File: src/rtl/display_pkg.sv
// Shared definitions for the multiplexed 7-segment display driver.
package display_pkg;

  localparam int unsigned DIV_WIDTH = 18;
  localparam int unsigned SEG_WIDTH = 7;
  localparam int unsigned NIB_WIDTH = 4;

  // Active-low segment codes, bit order {g,f,e,d,c,b,a}
  localparam logic [SEG_WIDTH-1:0] SEG_0   = 7'h40;
  localparam logic [SEG_WIDTH-1:0] SEG_1   = 7'h79;
  localparam logic [SEG_WIDTH-1:0] SEG_2   = 7'h24;
  localparam logic [SEG_WIDTH-1:0] SEG_3   = 7'h30;
  localparam logic [SEG_WIDTH-1:0] SEG_4   = 7'h19;
  localparam logic [SEG_WIDTH-1:0] SEG_5   = 7'h12;
  localparam logic [SEG_WIDTH-1:0] SEG_6   = 7'h02;
  localparam logic [SEG_WIDTH-1:0] SEG_7   = 7'h78;
  localparam logic [SEG_WIDTH-1:0] SEG_8   = 7'h00;
  localparam logic [SEG_WIDTH-1:0] SEG_9   = 7'h10;
  localparam logic [SEG_WIDTH-1:0] SEG_A   = 7'h08;
  localparam logic [SEG_WIDTH-1:0] SEG_B   = 7'h03;
  localparam logic [SEG_WIDTH-1:0] SEG_C   = 7'h46;
  localparam logic [SEG_WIDTH-1:0] SEG_D   = 7'h21;
  localparam logic [SEG_WIDTH-1:0] SEG_E   = 7'h06;
  localparam logic [SEG_WIDTH-1:0] SEG_F   = 7'h0E;
  localparam logic [SEG_WIDTH-1:0] SEG_OFF = 7'h7F;

  typedef enum logic {
    BLANK = 1'b0,
    SCAN  = 1'b1
  } scan_state_e;

endpackage

File: src/rtl/display_scan_mux_hex_to_7seg.sv
// Combinational hex nibble to active-low 7-segment decoder.
module hex_to_7seg
  import display_pkg::*;
(
  input  logic [NIB_WIDTH-1:0] i_nibble,
  output logic [SEG_WIDTH-1:0] o_seg_c
);

  // Nibble lookup into the shared segment code table
  always_comb begin
    o_seg_c = SEG_OFF;
    case (i_nibble)
      4'h0: o_seg_c = SEG_0;
      4'h1: o_seg_c = SEG_1;
      4'h2: o_seg_c = SEG_2;
      4'h3: o_seg_c = SEG_3;
      4'h4: o_seg_c = SEG_4;
      4'h5: o_seg_c = SEG_5;
      4'h6: o_seg_c = SEG_6;
      4'h7: o_seg_c = SEG_7;
      4'h8: o_seg_c = SEG_8;
      4'h9: o_seg_c = SEG_9;
      4'hA: o_seg_c = SEG_A;
      4'hB: o_seg_c = SEG_B;
      4'hC: o_seg_c = SEG_C;
      4'hD: o_seg_c = SEG_D;
      4'hE: o_seg_c = SEG_E;
      4'hF: o_seg_c = SEG_F;
    endcase
  end

endmodule

File: src/rtl/display_scan_mux.sv
// Time-multiplexed 7-segment scan driver fed by the divisor_freq count.
// Each divider wrap advances the selected digit; a full frame is drawn
// from one snapshot of the inputs. Optional leading-zero blanking is
// enabled by defining LEADING_ZERO_BLANK_EN.
module display_scan_mux
  import display_pkg::*;
#(
  parameter int unsigned DIGITS         = 4,
  parameter bit          SEG_ACTIVE_LOW = 1'b1
) (
  input  logic                        clock_in,
  input  logic                        reset_n,
  input  logic [DIV_WIDTH-1:0]        div_count,
  input  logic                        enable,
  input  logic [NIB_WIDTH*DIGITS-1:0] digits_bcd,
  input  logic [DIGITS-1:0]           dp_in,
  output logic [DIGITS-1:0]           digit_sel,
  output logic [SEG_WIDTH-1:0]        segments,
  output logic                        dp_out,
  output logic                        frame_start
);

  localparam int unsigned IDX_W = (DIGITS > 1) ? $clog2(DIGITS) : 1;
  localparam int unsigned BCD_W = NIB_WIDTH * DIGITS;
  localparam logic [SEG_WIDTH-1:0] SEG_IDLE = SEG_ACTIVE_LOW ? SEG_OFF : SEG_WIDTH'(~SEG_OFF);
  localparam logic                 DP_IDLE  = SEG_ACTIVE_LOW;

  // Scan-side state
  scan_state_e         r_state;
  scan_state_e         w_state_next;
  logic [DIV_WIDTH-1:0] r_prev_count;
  logic [IDX_W-1:0]    r_idx;
  logic [IDX_W-1:0]    w_idx_next;
  logic [BCD_W-1:0]    r_shadow;
  logic [BCD_W-1:0]    w_shadow_next;
  logic [DIGITS-1:0]   r_dp_shadow;
  logic [DIGITS-1:0]   w_dp_shadow_next;
  logic                r_new_frame;
  logic                w_new_frame_next;
  logic                w_take_snapshot;
  logic                w_tick;

  // Output stage
  logic [DIGITS-1:0]    w_digit_sel_next;
  logic [SEG_WIDTH-1:0] w_seg_n;
  logic                 w_dp_n;
  logic [SEG_WIDTH-1:0] w_segments_next;
  logic                 w_dp_out_next;
  logic                 w_frame_start_next;
  logic [NIB_WIDTH-1:0] w_sel_nibble;
  logic [SEG_WIDTH-1:0] w_seg_code;
  logic                 w_sel_blank;

  // One tick per transition into zero; a held zero does not retrigger
  assign w_tick = (div_count == '0) && (r_prev_count != '0);

  // Wrap detector history
  always_ff @(posedge clock_in) begin
    if (!reset_n) r_prev_count <= '0;
    else          r_prev_count <= div_count;
  end

  // Next scan state, digit index and snapshot capture
  always_comb begin
    w_state_next     = r_state;
    w_idx_next       = r_idx;
    w_shadow_next    = r_shadow;
    w_dp_shadow_next = r_dp_shadow;
    w_new_frame_next = 1'b0;
    w_take_snapshot  = 1'b0;
    if (!enable) begin
      w_state_next = BLANK;
    end else begin
      case (r_state)
        BLANK: begin
          if (w_tick) begin
            w_state_next    = SCAN;
            w_take_snapshot = 1'b1;
          end
        end
        SCAN: begin
          if (w_tick) begin
            if (r_idx == IDX_W'(DIGITS - 1)) w_take_snapshot = 1'b1;
            else                             w_idx_next      = r_idx + IDX_W'(1);
          end
        end
      endcase
    end
    if (w_take_snapshot) begin
      w_idx_next       = '0;
      w_shadow_next    = digits_bcd;
      w_dp_shadow_next = dp_in;
      w_new_frame_next = 1'b1;
    end
  end

  // Scan state register
  always_ff @(posedge clock_in) begin
    if (!reset_n) begin
      r_state     <= BLANK;
      r_idx       <= '0;
      r_shadow    <= '0;
      r_dp_shadow <= '0;
      r_new_frame <= 1'b0;
    end else begin
      r_state     <= w_state_next;
      r_idx       <= w_idx_next;
      r_shadow    <= w_shadow_next;
      r_dp_shadow <= w_dp_shadow_next;
      r_new_frame <= w_new_frame_next;
    end
  end

`ifdef LEADING_ZERO_BLANK_EN
  logic [DIGITS-1:0] r_blank_mask;
  logic [DIGITS-1:0] w_lz_mask;
  logic              w_seen_nz;

  // Blank zeros from the top digit down until the first nonzero; digit 0 always shown
  always_comb begin
    w_lz_mask = '0;
    w_seen_nz = 1'b0;
    for (int i = DIGITS - 1; i >= 1; i--) begin
      if (digits_bcd[NIB_WIDTH*i +: NIB_WIDTH] != 4'h0) w_seen_nz = 1'b1;
      w_lz_mask[i] = !w_seen_nz;
    end
  end

  // Mask follows the shadow so it stays frame-coherent
  always_ff @(posedge clock_in) begin
    if (!reset_n)             r_blank_mask <= '0;
    else if (w_take_snapshot) r_blank_mask <= w_lz_mask;
  end

  assign w_sel_blank = r_blank_mask[r_idx];
`else
  assign w_sel_blank = 1'b0;
`endif

  assign w_sel_nibble = r_shadow[{r_idx, 2'b00} +: NIB_WIDTH];

  hex_to_7seg u_hex_to_7seg (
    .i_nibble (w_sel_nibble),
    .o_seg_c  (w_seg_code)
  );

  // Output decode; enable low blanks immediately on the same edge as the state change
  always_comb begin
    w_digit_sel_next   = '1;
    w_seg_n            = SEG_OFF;
    w_dp_n             = 1'b1;
    w_frame_start_next = 1'b0;
    if (enable && (r_state == SCAN)) begin
      w_digit_sel_next   = ~(DIGITS'(1) << r_idx);
      w_seg_n            = w_sel_blank ? SEG_OFF : w_seg_code;
      w_dp_n             = ~r_dp_shadow[r_idx];
      w_frame_start_next = r_new_frame;
    end
    w_segments_next = SEG_ACTIVE_LOW ? w_seg_n : ~w_seg_n;
    w_dp_out_next   = SEG_ACTIVE_LOW ? w_dp_n : ~w_dp_n;
  end

  // Registered display outputs
  always_ff @(posedge clock_in) begin
    if (!reset_n) begin
      digit_sel   <= '1;
      segments    <= SEG_IDLE;
      dp_out      <= DP_IDLE;
      frame_start <= 1'b0;
    end else begin
      digit_sel   <= w_digit_sel_next;
      segments    <= w_segments_next;
      dp_out      <= w_dp_out_next;
      frame_start <= w_frame_start_next;
    end
  end

endmodule
File: config.mk
export PLATFORM = sky130hd
export DESIGN_NAME = display_scan_mux
export DESIGN_NICKNAME = d
export VERILOG_FILES = /design/src/rtl/display_pkg.sv /design/src/rtl/display_scan_mux_hex_to_7seg.sv /design/src/rtl/display_scan_mux.sv
export SDC_FILE = /design/constraint.sdc
export NUM_CORES = 1
export LEC_CHECK = 0
export ABC_CLOCK_PERIOD_IN_PS = 3400
export BUFFER_PORTS_ARGS = -buffer_cell sky130_fd_sc_hd__buf_4
export CAP_MARGIN = 5
export CORE_MARGIN = 2
export CORE_UTILIZATION = 45
export DETAILED_ROUTE_END_ITERATION = 6
export PLACE_DENSITY = 0.71
export SLEW_MARGIN = 20
export SYNTH_ARGS = -nofsm -noshare
export SYNTH_HDL_FRONTEND = slang
export SYNTH_HIERARCHICAL = 1
export SYNTH_SLANG_ARGS = --single-unit
export TNS_END_PERCENT = 10
File: constraint.sdc
create_clock -name clock_in -period 3.4 [get_ports clock_in]
set_input_delay 0.68 -clock clock_in [delete_from_list [all_inputs] [get_ports clock_in]]
set_output_delay 0.68 -clock clock_in [all_outputs]
set_load 0.01 [all_outputs]
==> reports/summary.txt <==
maxcap violations -> 0
DRT Wirelength -> 4567 µm
post-layout instance area -> 2895 µm²
router iterations before antenna repair -> 4
clk_skew -> 6.786 ps
Setup Viol. Count Final -> 0
TritonCTS Sinks -> 55
area of the die -> 5798 µm²
Synth-to-Final Area Change -> 23.61%
post-CTS sizing -> 0
core region area -> 5075 µm²
Reg clk slew, reported paths -> 90 ps
number of standard cells in the layout, taps in and fillers out -> 350
number of ports placed on the die boundary -> 54
relative slew slack -> 57.75%
start-to-end type of the worst setup path -> reg2reg
worst supply voltage drop on vdd -> 0.0002100 V
class of the tightest hold or removal check -> reg2reg
count of final hold-check violations -> 0
max-slew violation total from the final report -> 0
number of buffers between clock root and the deepest sink -> 2
Final #Nets -> 332
leakage dissipation -> 1.062 nW
number of global-route vias before repair -> 1777
final weighted congestion in routability-driven placement -> 0.8173
worst slew pin tran -> 633.7 ps
top cell type by total area after synthesis -> sky130_fd_sc_hd__dfxtp_1
startpoint type of the worst setup path -> flip-flop
RSZ-0062 raised after global routing -> false
Congestion Overflow GR -> 0
number of violations reported at the end of detailed-routing iteration 0 -> 90
count of standard-cell rows -> 26
via density per instance -> 5.171
number of antenna diodes -> 0
mean area per synthesized cell -> 10.10 µm²
GRT Overall Usage -> 16.99%
share of the synthesized area in the top cell type -> 47.01%
Highest Clock Rate -> 419.1 MHz
Total Neg Setup Slack -> 0 ps
count of yosys warnings during synthesis -> 6
initial antenna violation count -> 0
number of remaining DRC errors -> 0
clock tree root buffer cell -> sky130_fd_sc_hd__clkbuf_8
first-pass GRT wire length -> 8010 µm
result of the run -> finished clean
sequential area share after synthesis -> 47.01%
worst-skew pair later-pin latency -> 310 ps
pin count of the biggest net entering global routing -> 45
starting density of the core -> 46.15%
Via Count -> 1810
number of buffers added for setup after CTS -> 0
IO Port Bufs -> 53
register bit count reported by yosys -> 55
number of H-tree levels -> 2
maximum net fanout on the critical path -> 9
Synth Cell Area -> 2342 µm²
Worst EP arrival -> 2580 ps
die height -> 76.15 µm
Post-Syn Instances -> 232
area of placed instances -> 2789 µm²
routed len/inst -> 13.05 µm
dominant cells by area after synthesis -> sky130_fd_sc_hd__dfxtp_1, sky130_fd_sc_hd__ha_1, sky130_fd_sc_hd__mux4_2, sky130_fd_sc_hd__and2_1, sky130_fd_sc_hd__nand2_1
number of nets with antenna violations after routing -> 0
Synth cell types -> 30
worst hold margin -> 463.2 ps
critical path data required time -> 3590 ps
final total power -> 1.140 mW
TritonCTS clock tree -> yes
Synth Net Count -> 284
number of buffers added by the clock tree synthesis step -> 5
endpoint class of the critical path -> flip-flop
Final HPWL DP -> 3396 µm
fraction of final layout cells with drive strength greater than 1 -> 27.50%
Power per Cell Area -> 393.7 nW/µm²
minimum clock period -> 2386 ps
cell total after placement -> 343
number of buffers inserted by hold repair at cts -> 0
Tcrit/Tclk final -> 70.19%
Horiz. Die Dim -> 76.15 µm
[worst paths after layout]
| kind | from | endpoint | slack [ps] | depth (start not counted) |
|---|---|---|---|---|
| worst min-delay path | r_dp_shadow[0]$_SDFFE_PN0P_ | r_dp_shadow[0]$_SDFFE_PN0P_ | 460 | 2 |
| worst min register to register | r_dp_shadow[0]$_SDFFE_PN0P_ | r_dp_shadow[0]$_SDFFE_PN0P_ | 460 | 2 |
| worst max register to register | r_idx[0]$_SDFFE_PP0P_ | segments[3]$_SDFF_PN1_ | 1010 | 7 |
| worst max-delay path | r_idx[0]$_SDFFE_PP0P_ | segments[3]$_SDFF_PN1_ | 1010 | 7 |
[registers in the layout, indices dropped and copies added, names as in the netlist]
register / count
digit_sel: 4
dp_out: 1
frame_start: 1
r_dp_shadow: 4
r_idx: 2
r_new_frame: 1
r_prev_count: 18
r_shadow: 16
r_state: 1
segments: 7
[critical path, cell delays in order (launching register included)]
cell and delay (ps):
sky130_fd_sc_hd__dfxtp_1 310, sky130_fd_sc_hd__buf_4 180, sky130_fd_sc_hd__mux4_2 590, sky130_fd_sc_hd__inv_1 190, sky130_fd_sc_hd__ha_1 180, sky130_fd_sc_hd__inv_1 40
sky130_fd_sc_hd__mux4_2 430, sky130_fd_sc_hd__or3_1 350
[power breakdown]
part           leakage (nW)  switching (mW)  total [mW]  internal [mW]
logic                 0.564          0.0313      0.0707         0.0394
registers             0.448         0.00282       0.658          0.655
clock network        0.0502           0.196       0.411          0.215
total                  1.06           0.230        1.14          0.909
[cell usage after synthesis]
master and number:
sky130_fd_sc_hd__clkbuf_1 11, sky130_fd_sc_hd__mux4_2 6, sky130_fd_sc_hd__o2bb2ai_1 9, sky130_fd_sc_hd__nor2b_1 1, sky130_fd_sc_hd__dfxtp_1 55, sky130_fd_sc_hd__nor2_1 6, sky130_fd_sc_hd__a21oi_1 1, sky130_fd_sc_hd__o2111ai_1 12
sky130_fd_sc_hd__buf_2 3, sky130_fd_sc_hd__inv_2 1, sky130_fd_sc_hd__nand2b_1 2, sky130_fd_sc_hd__nand2_1 30, sky130_fd_sc_hd__and3_2 1, sky130_fd_sc_hd__o2111a_1 1, sky130_fd_sc_hd__o21ai_0 17, sky130_fd_sc_hd__o211ai_1 2
sky130_fd_sc_hd__or2_4 1, sky130_fd_sc_hd__a2111oi_4 2, sky130_fd_sc_hd__and2_2 1, sky130_fd_sc_hd__or3_1 9, sky130_fd_sc_hd__or2_2 1, sky130_fd_sc_hd__ha_1 11, sky130_fd_sc_hd__and2_1 18, sky130_fd_sc_hd__nor4_1 7
sky130_fd_sc_hd__inv_1 6, sky130_fd_sc_hd__mux2i_1 7, sky130_fd_sc_hd__nand3_1 7, sky130_fd_sc_hd__clkbuf_2 1, sky130_fd_sc_hd__or4_4 1, sky130_fd_sc_hd__and3_1 2
[final cells by class]
cell class / count / area, µm²
clock inverter: 2 / 37.54
clock buffer: 5 / 68.82
sequential: 55 / 1101
fill: 489 / 2180
multi-input combinational: 155 / 1154
inverter: 7 / 26.28
timing repair buffer: 56 / 420.4
tap: 70 / 87.58
[cells in the final DEF, fill, tap and decap left out]
cell type	synthesis	final
sky130_fd_sc_hd__buf_4	0	56
sky130_fd_sc_hd__dfxtp_1	55	55
sky130_fd_sc_hd__nand2_1	30	30
sky130_fd_sc_hd__and2_1	18	18
sky130_fd_sc_hd__o21ai_0	17	17
sky130_fd_sc_hd__o2111ai_1	12	12
sky130_fd_sc_hd__ha_1	11	11
sky130_fd_sc_hd__o2bb2ai_1	9	9
sky130_fd_sc_hd__or3_1	9	9
sky130_fd_sc_hd__nor4_1	7	7
sky130_fd_sc_hd__nand3_1	7	7
sky130_fd_sc_hd__mux2i_1	7	7
sky130_fd_sc_hd__inv_1	6	6
sky130_fd_sc_hd__mux4_2	6	6
sky130_fd_sc_hd__nor2_1	6	6
sky130_fd_sc_hd__clkbuf_8	0	5
sky130_fd_sc_hd__and3_1	2	2
sky130_fd_sc_hd__nand2b_1	2	2
sky130_fd_sc_hd__a2111oi_4	2	2
sky130_fd_sc_hd__o211ai_1	2	2
sky130_fd_sc_hd__and3_2	1	1
sky130_fd_sc_hd__or2_2	1	1
sky130_fd_sc_hd__or4_4	1	1
sky130_fd_sc_hd__or2_4	1	1
sky130_fd_sc_hd__nor2b_1	1	1
sky130_fd_sc_hd__a21oi_1	1	1
sky130_fd_sc_hd__o2111a_1	1	1
sky130_fd_sc_hd__and2_2	1	1
sky130_fd_sc_hd__bufinv_16	0	1
sky130_fd_sc_hd__clkinvlp_4	0	1
sky130_fd_sc_hd__inv_2	1	1
[stage by stage]
step	util (%)	setup slack (ps)
2_1_floorplan	-	941.5
3_3_place_gp	54.96	979.5
3_5_place_dp	54.96	941.0
4_1_cts	57.05	1021
5_1_grt	57.05	854.7
6_report	57.05	1014
[layer usage]
metal / part of all wire (%) / track usage (%) / routed length (µm)
met1: 47 / 21.74 / 2157
met4: 1.2 / 5.455 / 57
met2: 48 / 28.84 / 2192
met3: 3.5 / 3.555 / 159
met5: 0 / 0 / 0
[logic make-up (layout without fill, tap and decap cells)]
kind of cell	count (synthesis)	count (layout)	synth area share, %
adder cells (fa/ha/maj)	11	11	5.876
AND/OR/NAND/NOR	87	87	19.44
flip-flops	55	55	47.01
multiplexers	13	13	8.761
AO/OA/AOI/OAI	44	44	15.17
buffers and inverters	22	70	3.739
Note: power is estimated with default switching activity, not from simulation.
